## config.mk

```make
export PLATFORM = sky130hd
export DESIGN_NAME = wb_arbiter
export DESIGN_NICKNAME = d
export VERILOG_FILES = /design/src/rtl/wb_arbiter.sv
export SDC_FILE = /design/constraint.sdc
export NUM_CORES = 1
export LEC_CHECK = 0
export BUFFER_PORTS_ARGS = -buffer_cell sky130_fd_sc_hd__buf_2
export CORE_UTILIZATION = 29
export DETAILED_ROUTE_END_ITERATION = 16
export HOLD_SLACK_MARGIN = 0.15
export PLACE_DENSITY_LB_ADDON = 0.3
export SYNTH_ARGS = -nofsm -noshare
export SYNTH_HDL_FRONTEND = slang
export SYNTH_SLANG_ARGS = --single-unit
```

## constraint.sdc

```tcl
create_clock -name clk_i -period 9.4 [get_ports clk_i]
set_input_delay 1.41 -clock clk_i [delete_from_list [all_inputs] [get_ports clk_i]]
set_output_delay 1.41 -clock clk_i [all_outputs]
set_load 0.02 [all_outputs]
```

## src/rtl/wb_arbiter.sv

```systemverilog
// Two-port round-robin arbiter sharing one Wishbone master between the
// instruction-fetch port (0) and the load/store port (1); one transaction in flight.
module wb_arbiter #(
  parameter int ADDR_WIDTH = 32,
  parameter int DATA_WIDTH = 32
) (
  input  logic                    clk_i,
  input  logic                    rst_i,
  input  logic                    p0_start_rd_i,
  input  logic                    p0_start_wr_i,
  input  logic [DATA_WIDTH/8-1:0] p0_sel_i,
  input  logic [DATA_WIDTH-1:0]   p0_data_i,
  input  logic [ADDR_WIDTH-1:0]   p0_addr_i,
  output logic                    p0_done_o,
  output logic [DATA_WIDTH-1:0]   p0_data_o,
  input  logic                    p1_start_rd_i,
  input  logic                    p1_start_wr_i,
  input  logic [DATA_WIDTH/8-1:0] p1_sel_i,
  input  logic [DATA_WIDTH-1:0]   p1_data_i,
  input  logic [ADDR_WIDTH-1:0]   p1_addr_i,
  output logic                    p1_done_o,
  output logic [DATA_WIDTH-1:0]   p1_data_o,
  output logic                    m_start_rd_o,
  output logic                    m_start_wr_o,
  output logic [DATA_WIDTH/8-1:0] m_sel_o,
  output logic [DATA_WIDTH-1:0]   m_data_o,
  output logic [ADDR_WIDTH-1:0]   m_addr_o,
  input  logic                    m_done_i,
  input  logic [DATA_WIDTH-1:0]   m_data_i,
  output logic [1:0]              grant_o,
  output logic                    busy_o
);

  localparam int SEL_WIDTH = DATA_WIDTH / 8;

  typedef enum logic [1:0] {IDLE, ISSUE, WAIT, RELEASE} state_t;

  // Handshake: requests are level-held from assertion until the port sees its
  // one-cycle done pulse, and must be dropped by the edge that ends that cycle.
  state_t                state;
  logic                  last_q;
  logic                  rd_q;

  logic                  p0_req;
  logic                  p1_req;
  logic                  pick1;
  logic                  win_rd;
  logic [ADDR_WIDTH-1:0] win_addr;
  logic [SEL_WIDTH-1:0]  win_sel;
  logic [DATA_WIDTH-1:0] win_data;

  assign p0_req = p0_start_rd_i | p0_start_wr_i;
  assign p1_req = p1_start_rd_i | p1_start_wr_i;
  // On a tie the port that did not win last time goes next.
  assign pick1  = p1_req & (~p0_req | ~last_q);

  always_comb begin
    win_rd   = p0_start_rd_i;
    win_addr = p0_addr_i;
    win_sel  = p0_sel_i;
    win_data = p0_data_i;
    if (pick1) begin
      win_rd   = p1_start_rd_i;
      win_addr = p1_addr_i;
      win_sel  = p1_sel_i;
      win_data = p1_data_i;
    end
  end

  always_ff @(posedge clk_i or posedge rst_i) begin
    if (rst_i) begin
      state        <= IDLE;
      last_q       <= 1'b1;
      rd_q         <= 1'b0;
      p0_done_o    <= 1'b0;
      p0_data_o    <= '0;
      p1_done_o    <= 1'b0;
      p1_data_o    <= '0;
      m_start_rd_o <= 1'b0;
      m_start_wr_o <= 1'b0;
      m_sel_o      <= '0;
      m_data_o     <= '0;
      m_addr_o     <= '0;
      grant_o      <= 2'b00;
      busy_o       <= 1'b0;
    end else begin
      case (state)
        IDLE: begin
          if (p0_req || p1_req) begin
            state        <= ISSUE;
            busy_o       <= 1'b1;
            grant_o      <= pick1 ? 2'b10 : 2'b01;
            last_q       <= pick1;
            rd_q         <= win_rd;
            m_start_rd_o <= win_rd;
            m_start_wr_o <= ~win_rd;
            m_addr_o     <= win_addr;
            m_sel_o      <= win_rd ? '0 : win_sel;
            m_data_o     <= win_rd ? '0 : win_data;
          end
        end
        ISSUE: begin
          m_start_rd_o <= 1'b0;
          m_start_wr_o <= 1'b0;
          state        <= WAIT;
        end
        WAIT: begin
          if (m_done_i) begin
            state <= RELEASE;
            if (grant_o[1]) begin
              p1_done_o <= 1'b1;
              p1_data_o <= rd_q ? m_data_i : '0;
            end else begin
              p0_done_o <= 1'b1;
              p0_data_o <= rd_q ? m_data_i : '0;
            end
          end
        end
        RELEASE: begin
          p0_done_o <= 1'b0;
          p0_data_o <= '0;
          p1_done_o <= 1'b0;
          p1_data_o <= '0;
          grant_o   <= 2'b00;
          busy_o    <= 1'b0;
          state     <= IDLE;
        end
        default: state <= IDLE;
      endcase
    end
  end

endmodule

```

==> run summary <==
=====================================================================================
Synth cell types .......................................................           27
Synthesis Warnings .....................................................            0
Floorplan die height ...................................................       147 um
DP Wirelength ..........................................................    12,400 um
Maximum frequency from static timing analysis ..........................    0.326 GHz
Starting Density .......................................................        29.8%
Via total after detailed routing .......................................        5,304
Placement-stage worst setup slack ......................................      5.90 ns
I/O pin count ..........................................................          314
Count of flip-flops with a built-in enable after synthesis .............            0
Share of flip-flops with an asynchronous set or reset ..................         100%
Fraction of synthesized cell area taken by the top area cell type ......        58.4%
Max-cap check violation count ..........................................            0
Number of max-slew violations in the final report ......................            0
Unrepaired setup endpoints after global routing ........................           no
Clock root buffer ...................................................... sky130_fd_sc_hd__clkbuf_16
Total routed wirelength ................................................    17,300 um
Overflow left after global routing .....................................            0
Number of hold violations in the final report ..........................            0
Number of placement rows ...............................................           52
Final layout net count .................................................        1,080
TritonCTS clock tree ...................................................        built
Post-CTS Hold Fix Bufs .................................................            0
Post-route DRC violation count .........................................            0
First-pass GRT wire length .............................................    28,200 um
Diodes inserted ........................................................            0
Worst path slowest cell ................................................ sky130_fd_sc_hd__buf_4
Clock transition at path regs ..........................................      0.06 ns
Measured slew at the worst slew-check pin ..............................      1.01 ns
Buffer depth of the longest clock path .................................            2
Slowest stage delay, CP ................................................      0.80 ns
Post-Syn Area ..........................................................   6080 sq um
Clock sinks ............................................................          143
Chip Width .............................................................       147 um
First DRT Iteration DRCs ...............................................          110
Chain of cells forming the critical path ............................... buf_2 -> or2_1 -> nand2_4 -> buf_4 -> mux2i_1 -> o21ai_0
Classification of the worst setup path .................................    in -> reg
Remaining number of nets flagged by the antenna check after routing ....            0
I/O Buffers ............................................................          313
Max-slew headroom ......................................................        32.4%
Cell family with most CP delay ......................................... buffers and inverters
CTS H-tree lvls ........................................................            4
Clk_skew ...............................................................   0.00817 ns
Worst IR Drop VDD ......................................................       112 uV
Total CTS buffers ......................................................           17
Worst min-delay path class .............................................   reg -> reg
Status ................................................................. finished, final reports clean
Area contributors post-synth ........................................... sky130_fd_sc_hd__dfrtp_1 58%, sky130_fd_sc_hd__mux2i_1 11%, sky130_fd_sc_hd__o21ai_0 11%
Mean cell area of the mapped netlist ...................................   10.1 sq um
CP Data Arrival Time ...................................................      3.32 ns
Count of final setup violators .........................................            0
Area Overhead vs Synth .................................................        39.9%
Worst Setup End Kind ...................................................     register
Vias in the first global route .........................................        5,394
Predominant post-synthesis flop cell ................................... sky130_fd_sc_hd__dfrtp_1
Worst path buffer plus inverter count ..................................            2
Synthesized Nets .......................................................          781
Commonest cells after routing, fill and taps aside ..................... 313 x sky130_fd_sc_hd__buf_2, 169 x sky130_fd_sc_hd__nand2_1, 142 x sky130_fd_sc_hd__dfrtp_1, 128 x sky130_fd_sc_hd__o21ai_0, 68 x sky130_fd_sc_hd__mux2i_1
Skew-Pair Late Insertion Delay .........................................      0.41 ns
Number of antenna violations at the first check in global routing ......            0
Post-DR wirelength/cell ................................................      14.6 um
Cell leakage power .....................................................      4.59 nW
Data required time of the critical path ................................      9.65 ns
Number of detailed-routing iterations run before antenna repair ........            4
TNS Setup ..............................................................         0 ns
Setup Fix Bufs, Post-CTS ...............................................            0
Shortest period the worst path allows ..................................      3.07 ns
Largest area contributor in the synthesized netlist .................... sky130_fd_sc_hd__dfrtp_1
Crit Path Max Fanout ...................................................           58
Pin count of the biggest net entering global routing ...................           80
Final weighted congestion in routability-driven placement ..............        0.764
Final Cycle Share ......................................................        32.6%
Floorplan Core Area .................................................... 20,400 sq um
Final cell area excluding filler cells .................................   8510 sq um
Global-route usage over all layers .....................................        16.7%
Overall die area ....................................................... 21,600 sq um
Number of synthesized register bits ....................................          143
Worst Setup Slack, final ...............................................      6.33 ns
Kind of start point of the critical path ...............................   input port
Placed cell areas ......................................................   7900 sq um
Layout cell share with drive strength beyond 1 .........................        39.5%
Most frequent standard cell in the layout excluding fill and tap cells . sky130_fd_sc_hd__buf_2
Quantity of gates resized following cts ................................            0
Via density per instance ...............................................         4.48
Post-Syn Instances .....................................................          601
Fraction of the yosys area taken by sequential cells ...................        58.8%
Pwr Density ............................................................  356 nW/um^2
=====================================================================================
-- path summary, 6_finish.rpt --
check                              start           end  slack [ns]  cells after the start
max in group asynchronous          rst_i  m_addr_o[14]        6.90                      3
hold / removal              p1_data_o[6]  p1_data_o[6]        0.47                      2
min in group asynchronous          rst_i  p1_data_o[4]        1.10                      2
hold reg to reg             p1_data_o[6]  p1_data_o[6]        0.47                      2
setup / recovery           p1_start_wr_i  m_addr_o[19]        6.33                      6
setup reg to reg                  last_q  m_addr_o[19]        7.06                      5
-- layer usage --
| metal | up-vias | routed length [um] | part of all wire (%) | GRT usage, % |
|---|---|---|---|---|
| li1 | 2621 | - | - | - |
| met1 | 2462 | 7310 | 42 | 19.3 |
| met2 | 204 | 8370 | 48 | 28.4 |
| met3 | 17 | 1380 | 8.0 | 5.68 |
| met4 | 0 | 263 | 1.5 | 6.30 |
| met5 | - | 0 | 0 | 0 |
-- cells in the mapped netlist, types with 2 or more instances --
library cell	number
sky130_fd_sc_hd__a21oi_1	5
sky130_fd_sc_hd__buf_2	12
sky130_fd_sc_hd__buf_4	6
sky130_fd_sc_hd__clkbuf_1	23
sky130_fd_sc_hd__dfrtp_1	142
sky130_fd_sc_hd__ha_1	5
sky130_fd_sc_hd__inv_1	8
sky130_fd_sc_hd__mux2i_1	68
sky130_fd_sc_hd__nand2_1	169
sky130_fd_sc_hd__nand2b_1	2
sky130_fd_sc_hd__nor2_1	4
sky130_fd_sc_hd__o21ai_0	128
sky130_fd_sc_hd__o21ai_1	14
sky130_fd_sc_hd__o31ai_1	2
-- area by class of cell --
type	count	area [sq um]
clock buffers	21	450
fillers	2092	11900
flip-flops and latches	143	3580
well taps	270	338
repair buffers	321	1630
clock inverters	11	158
multi-input cells	409	2320
inverters	8	35.0
-- power breakdown --
part	total [W]	internal [W]	switching, W	leakage [nW]
Sequential	0.00101	0.000877	0.000129	1.84
Clock	0.000698	0.000428	0.000270	0.288
Combinational	0.00132	0.000432	0.000889	2.46
-- sequential cells by signal (all words and copies together) (netlist names) --
name and count:
m_addr_o 32, m_data_o 32, p0_data_o 32, p1_data_o 32, m_sel_o 4, grant_o 2
state 2, busy_o 1, last_q 1, m_start_rd_o 1, m_start_wr_o 1, p0_done_o 1
p1_done_o 1, rd_q 1
-- cells by family (layout without fill, tap and decap cells) --
logic type               Yosys count  after routing  synth area share [%]
buffers and inverters             49            361                  3.64
multiplexers                      69             69                  11.4
AND/OR/NAND/NOR                  179            179                  11.6
flip-flops                       143            143                  58.8
adder cells (fa/ha/maj)            5              5                  1.03
AO/OA/AOI/OAI                    156            156                  13.6
-- tightest hold or removal path, cell delays in order, from the launching register on --
cell and delay, ns:
sky130_fd_sc_hd__dfrtp_1 0.33, sky130_fd_sc_hd__nand2_1 0.04, sky130_fd_sc_hd__o21ai_0 0.06
-- metrics by stage --
stage	util (%)	power [W]	hold slack [ns]	cells
global route	41.7	0.00326	0.493	1183
CTS	41.7	0.00308	0.479	1183
finish	41.7	0.00303	0.473	1183
global placement	38.7	0.00234	0.457	1151
detailed placement	38.7	0.00236	0.465	1151
floorplan	-	0.00189	0.474	601
Power figures use the tool's default switching activity.
